==> src/rtl/regfile_pkg.sv <==
// Shared register-file constants and a population-count helper for the busy scoreboard.
// Depth is capped at POP_W entries by the popcount helper.
package regfile_pkg;

    localparam int DEF_DATA_W = 32;
    localparam int DEF_ADDR_W = 5;
    localparam int POP_W      = 1024;

    function automatic int unsigned popcount(input logic [POP_W-1:0] v);
        int unsigned n;
        n = 0;
        for (int i = 0; i < POP_W; i++) begin
            n = n + {31'b0, v[i]};
        end
        return n;
    endfunction

endpackage

==> src/rtl/regfile_scoreboard.sv <==
// Per-register busy bits with flush/clear/claim priority and a registered busy count.
// Latency: busy updates at the edge, busy count reflects the post-edge vector.
// Backpressure: none, every claim/clear/flush is applied in the cycle presented.
module regfile_scoreboard
    import regfile_pkg::*;
#(
    parameter int ADDR_W   = DEF_ADDR_W,
    parameter int ZERO_REG = 1
) (
    input  logic                   i_clk,
    input  logic                   i_rst,
    input  logic                   i_wr0_en,
    input  logic [ADDR_W-1:0]      i_wr0_addr,
    input  logic                   i_wr1_en,
    input  logic [ADDR_W-1:0]      i_wr1_addr,
    input  logic                   i_claim_en,
    input  logic [ADDR_W-1:0]      i_claim_addr,
    input  logic                   i_flush,
    output logic [(1<<ADDR_W)-1:0] o_busy,
    output logic [ADDR_W:0]        o_busy_cnt
);

    localparam int DEPTH = 1 << ADDR_W;
    localparam int CNT_W = ADDR_W + 1;

    logic [DEPTH-1:0] r_busy;
    logic [DEPTH-1:0] w_busy_nxt;
    logic [CNT_W-1:0] r_busy_cnt;

    // Claim is applied last so a new producer supersedes a same-cycle writeback.
    always_comb begin
        w_busy_nxt = i_flush ? '0 : r_busy;
        if (i_wr0_en)   w_busy_nxt[i_wr0_addr]   = 1'b0;
        if (i_wr1_en)   w_busy_nxt[i_wr1_addr]   = 1'b0;
        if (i_claim_en) w_busy_nxt[i_claim_addr] = 1'b1;
        if (ZERO_REG != 0) w_busy_nxt[0] = 1'b0;
    end

    always_ff @(posedge i_clk) begin
        if (i_rst) begin
            r_busy     <= '0;
            r_busy_cnt <= '0;
        end else begin
            r_busy     <= w_busy_nxt;
            r_busy_cnt <= CNT_W'(popcount(POP_W'(w_busy_nxt)));
        end
    end

    assign o_busy     = r_busy;
    assign o_busy_cnt = r_busy_cnt;

endmodule

==> src/rtl/regfile_mp.sv <==
// Multi-port register file: NUM_RD combinational reads, two writes (port 1 wins), optional bypass.
// Latency: reads 0 cycles; writes visible via bypass same cycle, from the array next cycle.
// Backpressure: none, all reads/writes/claims accepted every cycle.
module regfile_mp
    import regfile_pkg::*;
#(
    parameter int DATA_W   = DEF_DATA_W,
    parameter int ADDR_W   = DEF_ADDR_W,
    parameter int NUM_RD   = 2,
    parameter int ZERO_REG = 1,
    parameter int BYPASS   = 1
) (
    input  logic                       i_clk,
    input  logic                       i_rst,
    input  logic [NUM_RD*ADDR_W-1:0]   i_rd_addr,
    output logic [NUM_RD*DATA_W-1:0]   o_rd_data,
    output logic [NUM_RD-1:0]          o_rd_busy,
    input  logic                       i_wr0_en,
    input  logic [ADDR_W-1:0]          i_wr0_addr,
    input  logic [DATA_W-1:0]          i_wr0_data,
    input  logic                       i_wr1_en,
    input  logic [ADDR_W-1:0]          i_wr1_addr,
    input  logic [DATA_W-1:0]          i_wr1_data,
    input  logic                       i_claim_en,
    input  logic [ADDR_W-1:0]          i_claim_addr,
    input  logic                       i_flush,
    output logic [ADDR_W:0]            o_busy_cnt
);

    localparam int DEPTH = 1 << ADDR_W;

    logic [DATA_W-1:0] r_arr [DEPTH];
    logic [DEPTH-1:0]  w_busy;
    logic              w_wr0_ok;
    logic              w_wr1_ok;

    assign w_wr0_ok = i_wr0_en && !((ZERO_REG != 0) && (i_wr0_addr == '0));
    assign w_wr1_ok = i_wr1_en && !((ZERO_REG != 0) && (i_wr1_addr == '0));

    regfile_scoreboard #(
        .ADDR_W   (ADDR_W),
        .ZERO_REG (ZERO_REG)
    ) u_sb (
        .i_clk        (i_clk),
        .i_rst        (i_rst),
        .i_wr0_en     (i_wr0_en),
        .i_wr0_addr   (i_wr0_addr),
        .i_wr1_en     (i_wr1_en),
        .i_wr1_addr   (i_wr1_addr),
        .i_claim_en   (i_claim_en),
        .i_claim_addr (i_claim_addr),
        .i_flush      (i_flush),
        .o_busy       (w_busy),
        .o_busy_cnt   (o_busy_cnt)
    );

    // Port 1 is written after port 0 so the younger instruction wins on a collision.
    always_ff @(posedge i_clk) begin
        if (i_rst) begin
            for (int i = 0; i < DEPTH; i++) begin
                r_arr[i] <= '0;
            end
        end else begin
            if (w_wr0_ok) r_arr[i_wr0_addr] <= i_wr0_data;
            if (w_wr1_ok) r_arr[i_wr1_addr] <= i_wr1_data;
        end
    end

    always_comb begin
        logic [ADDR_W-1:0] w_a;
        logic              w_fwd0;
        logic              w_fwd1;
        o_rd_data = '0;
        o_rd_busy = '0;
        w_a       = '0;
        w_fwd0    = 1'b0;
        w_fwd1    = 1'b0;
        for (int k = 0; k < NUM_RD; k++) begin
            w_a    = i_rd_addr[k*ADDR_W +: ADDR_W];
            w_fwd1 = (BYPASS != 0) && i_wr1_en && (i_wr1_addr == w_a);
            w_fwd0 = (BYPASS != 0) && i_wr0_en && (i_wr0_addr == w_a);
            if (w_fwd1)      o_rd_data[k*DATA_W +: DATA_W] = i_wr1_data;
            else if (w_fwd0) o_rd_data[k*DATA_W +: DATA_W] = i_wr0_data;
            else             o_rd_data[k*DATA_W +: DATA_W] = r_arr[w_a];
            o_rd_busy[k] = w_busy[w_a] & ~(w_fwd0 | w_fwd1);
            if ((ZERO_REG != 0) && (w_a == '0)) begin
                o_rd_data[k*DATA_W +: DATA_W] = '0;
                o_rd_busy[k] = 1'b0;
            end
        end
    end

endmodule

==> config.mk <==
export PLATFORM = sky130hd
export DESIGN_NAME = regfile_mp
export DESIGN_NICKNAME = d
export VERILOG_FILES = /design/src/rtl/regfile_pkg.sv /design/src/rtl/regfile_scoreboard.sv /design/src/rtl/regfile_mp.sv
export SDC_FILE = /design/constraint.sdc
export NUM_CORES = 2
export LEC_CHECK = 0
export ABC_CLOCK_PERIOD_IN_PS = 7800
export BUFFER_PORTS_ARGS = -buffer_cell sky130_fd_sc_hd__buf_2
export CAP_MARGIN = 25
export CORE_UTILIZATION = 40
export DETAILED_ROUTE_END_ITERATION = 10
export SLEW_MARGIN = 0
export SYNTH_ARGS = -nofsm -noshare
export SYNTH_HDL_FRONTEND = slang
export SYNTH_SLANG_ARGS = --single-unit
==> constraint.sdc <==
create_clock -name i_clk -period 7.8 [get_ports i_clk]
set_input_delay 1.56 -clock i_clk [delete_from_list [all_inputs] [get_ports i_clk]]
set_output_delay 1.56 -clock i_clk [all_outputs]
set_load 0.01 [all_outputs]
==> out/qor.yml <==
met2_length_um: 115300
synthCells: 4976
grt_max_degree: 69
critical_path_buf_inv_count: 5
place_area_um2: 66610
drt_iter0_drc: 7491
cts_tree: "built"
finalSetupViolCount: 0
die_x_um: 402.2
layout.nets: 4862
fillers: 14020
die_area_um2: 161800
fin_area_um2: 70360
post_cts_buffers: 0
syn_area_um2: 64070
yosysWarnings: 0
ant_nets: 0
critPathSlowestCell: "nor4_1"
whs_ps: 610.9
hold_buffers: 0
placement_rows: 146
area_growth_pct: 9.821
synth-edff-count: 1024
synth_ff_type: "edfxtp_1"
pin_count: 167
required_ps: 6240
path_cells: "buf_2, buf_4, buf_4, nor2_4, or4b_1, o21ai_4, buf_4, nor4_1, a221o_1, buf_2"
synth-async-reset-ratio_pct: 0
min_path_type: "reg -> reg"
grt_pass1_vias: 48580
endpoint_kind: "output pin"
met1_length_um: 94530
io_buffers: 166
cts_sinks: 1061
cp-start-kind: "primary input"
drive_above_1_share_pct: 24.35
place.gp.congestion: 0.9146
post-route-period-util_pct: 85.65
clkTransAtPathRegs_ps: 60
hold_viol_final: 0
grt_setup_unrepaired: "false"
setup_tns_ps: 0
power_density_nw_per_um2: 203.8
drt-vias-per-instance: 7.146
crit_family: "buffers and inverters"
insertion_delay_ps: 740
drc: 0
maxSlewHeadroom_pct: 24.44
p_leak_nw: 23.74
maxCapViolations: 0
gr-total-overflow: 0
final-seq-area_um2: 31490
seq_area_frac_synth_pct: 49.15
worst-setup-path-type: "in -> out"
routed.top_layer: "met5"
vias: 49380
grt_antenna_before_repair: 15
wl_um: 258900
worstMarginPinSlew_ps: 1133
h-tree-depth: 3
die_height_um: 402.2
cts_root_buffer: "clkbuf_16"
cts_resized: 0
max_stage_delay_ps: 870
dp_hpwl_um: 154000
initial_core_util_pct: 40.36
avgSynthCellArea_um2: 12.88
ys_seq_elements: 1061
cts_buffer_depth: 3
core_um2: 158700
gr-usage-all-layers_pct: 31.34
grt_pass1_wl_um: 361700
critPathArrivalTime_ps: 5120
wl_per_cell_um: 37.47
numCtsBuffers: 115
max_freq_mhz: 149.7
peakVddDrop_mv: 0.1997
cpMostUsedCell: "buf_4"
min_period_ps: 6681
dr.pass1.iters: 6
ys_types: 65
dr_wl_met3_um: 32180
slew_violations: 0
fin_skew_ps: 6.730
status: "completed"
multi_input_area_um2: 29760
crit_fanout: 22
## report_power, final
group	leakage (nW)	total (mW)	switching [mW]	internal, mW
Sequential	10.1	6.74	0.159	6.58
Combinational	11.8	2.05	1.28	0.763
Clock	1.82	5.55	2.40	3.15
## kinds of logic after synthesis
| logic type | count (synthesis) | share of synthesized area (%) |
|---|---|---|
| compound gates | 1455 | 18.43 |
| fa+ha+maj | 32 | 0.8944 |
| other cells | 1 | 0.005853 |
| mux | 732 | 19.64 |
| xor+xnor | 22 | 0.3007 |
| buf+inv | 797 | 5.400 |
| flops | 1061 | 49.15 |
| simple gates | 876 | 6.183 |
## sequential cells by signal, summed over array words and instances, names as in the netlist
signal	flops
u_sb.o_busy_cnt	6
u_sb.o_busy	31
r_arr	1024
## metal layers
layer | global-route usage, % | vias to the layer above
met3 | 7.392 | 855
met4 | 19.22 | 4
met1 | 40.97 | 24950
li1 | - | 19550
met2 | 47.15 | 4012
met5 | 0 | -
## synth_stat cells, drive strengths merged, types with 10 or more instances
cell type | n | area share [%]
fa | 23 | 0.72
nor2 | 83 | 0.49
a221oi | 60 | 0.88
mux2i | 204 | 3.2
xnor2 | 12 | 0.16
o21ai | 226 | 1.8
inv | 33 | 0.19
dfxtp | 37 | 1.2
and3b | 12 | 0.16
a22o | 830 | 11
nor3 | 26 | 0.26
o221ai | 63 | 0.86
nor2b | 22 | 0.22
a211o | 16 | 0.22
nor4 | 33 | 0.32
a32o | 12 | 0.19
and3 | 10 | 0.098
mux4 | 406 | 14
nand4 | 63 | 0.62
a32oi | 19 | 0.26
clkbuf | 504 | 3.0
mux2 | 122 | 2.2
nor3b | 12 | 0.14
xor2 | 10 | 0.14
a221o | 31 | 0.48
nand2 | 558 | 3.3
o211ai | 61 | 0.71
edfxtp | 1024 | 48
a22oi | 31 | 0.36
buf | 260 | 2.2
or3 | 16 | 0.16
a211oi | 64 | 0.75
o211a | 30 | 0.47
## placed cells by master (no fill, tap or decap), types with 23 or more instances in the layout
| cell | instances |
|---|---|
| a211oi_1 | 64 |
| a221o_1 | 31 |
| a221oi_1 | 54 |
| a22o_1 | 830 |
| a22oi_1 | 31 |
| buf_2 | 157 |
| buf_4 | 197 |
| clkbuf_1 | 24 |
| clkbuf_16 | 118 |
| clkinv_1 | 27 |
| conb_1 | 32 |
| dfxtp_1 | 37 |
| edfxtp_1 | 1024 |
| fa_1 | 23 |
| inv_1 | 33 |
| mux2_2 | 107 |
| mux2i_1 | 204 |
| mux4_2 | 406 |
| nand2_1 | 558 |
| nand4_1 | 63 |
| nor2_1 | 43 |
| nor2_4 | 40 |
| nor4_1 | 33 |
| o211a_1 | 30 |
| o211ai_1 | 61 |
| o21ai_0 | 124 |
| o21ai_1 | 101 |
| o221ai_1 | 63 |
## final timing paths
path	from	endpoint	slack, ps	cells after the start
setup / recovery	i_rd_addr[2]	o_rd_data[19]	1120	10
hold / removal	u_sb.o_busy[6]$_SDFF_PP0_	u_sb.o_busy[6]$_SDFF_PP0_	610	2
setup reg to reg	u_sb.o_busy[1]$_SDFF_PP0_	u_sb.o_busy_cnt[4]$_SDFF_PP0_	2550	20
hold reg to reg	u_sb.o_busy[6]$_SDFF_PP0_	u_sb.o_busy[6]$_SDFF_PP0_	610	2
## stage by stage
| step | cells | power (mW) | setup slack, ps | util (%) |
|---|---|---|---|---|
| after floorplan | 5007 | 8.083 | 849.7 | - |
| after global placement | 6688 | 8.808 | 418.1 | 41.95 |
| after detailed placement | 6689 | 8.852 | 449.7 | 41.96 |
| after CTS | 6900 | 14.30 | 1195 | 44.29 |
| after global routing | 6904 | 14.65 | 876.6 | 44.31 |
| final | 6910 | 14.34 | 1119 | 44.32 |
## final cells by class
type | instances | share of cell area [%]
clock inverters | 69 | 0.9372
inverters | 33 | 0.1761
well taps | 2072 | 3.685
repair buffers | 375 | 3.786
flip-flops and latches | 1061 | 44.76
diodes | 9 | 0.03201
multi-input cells | 3149 | 42.30
clock buffers | 142 | 4.325
## worst register-to-register path, delay by kind of cell, from the launching register on
family | cells | cell delay [ps]
flip-flops | 1 | 340
XOR/XNOR | 1 | 130
buffers and inverters | 6 | 400
adder cells (fa/ha/maj) | 9 | 3770
AND/OR/NAND/NOR | 1 | 50
AO/OA/AOI/OAI | 3 | 440
Power figures use the tool's default switching activity.
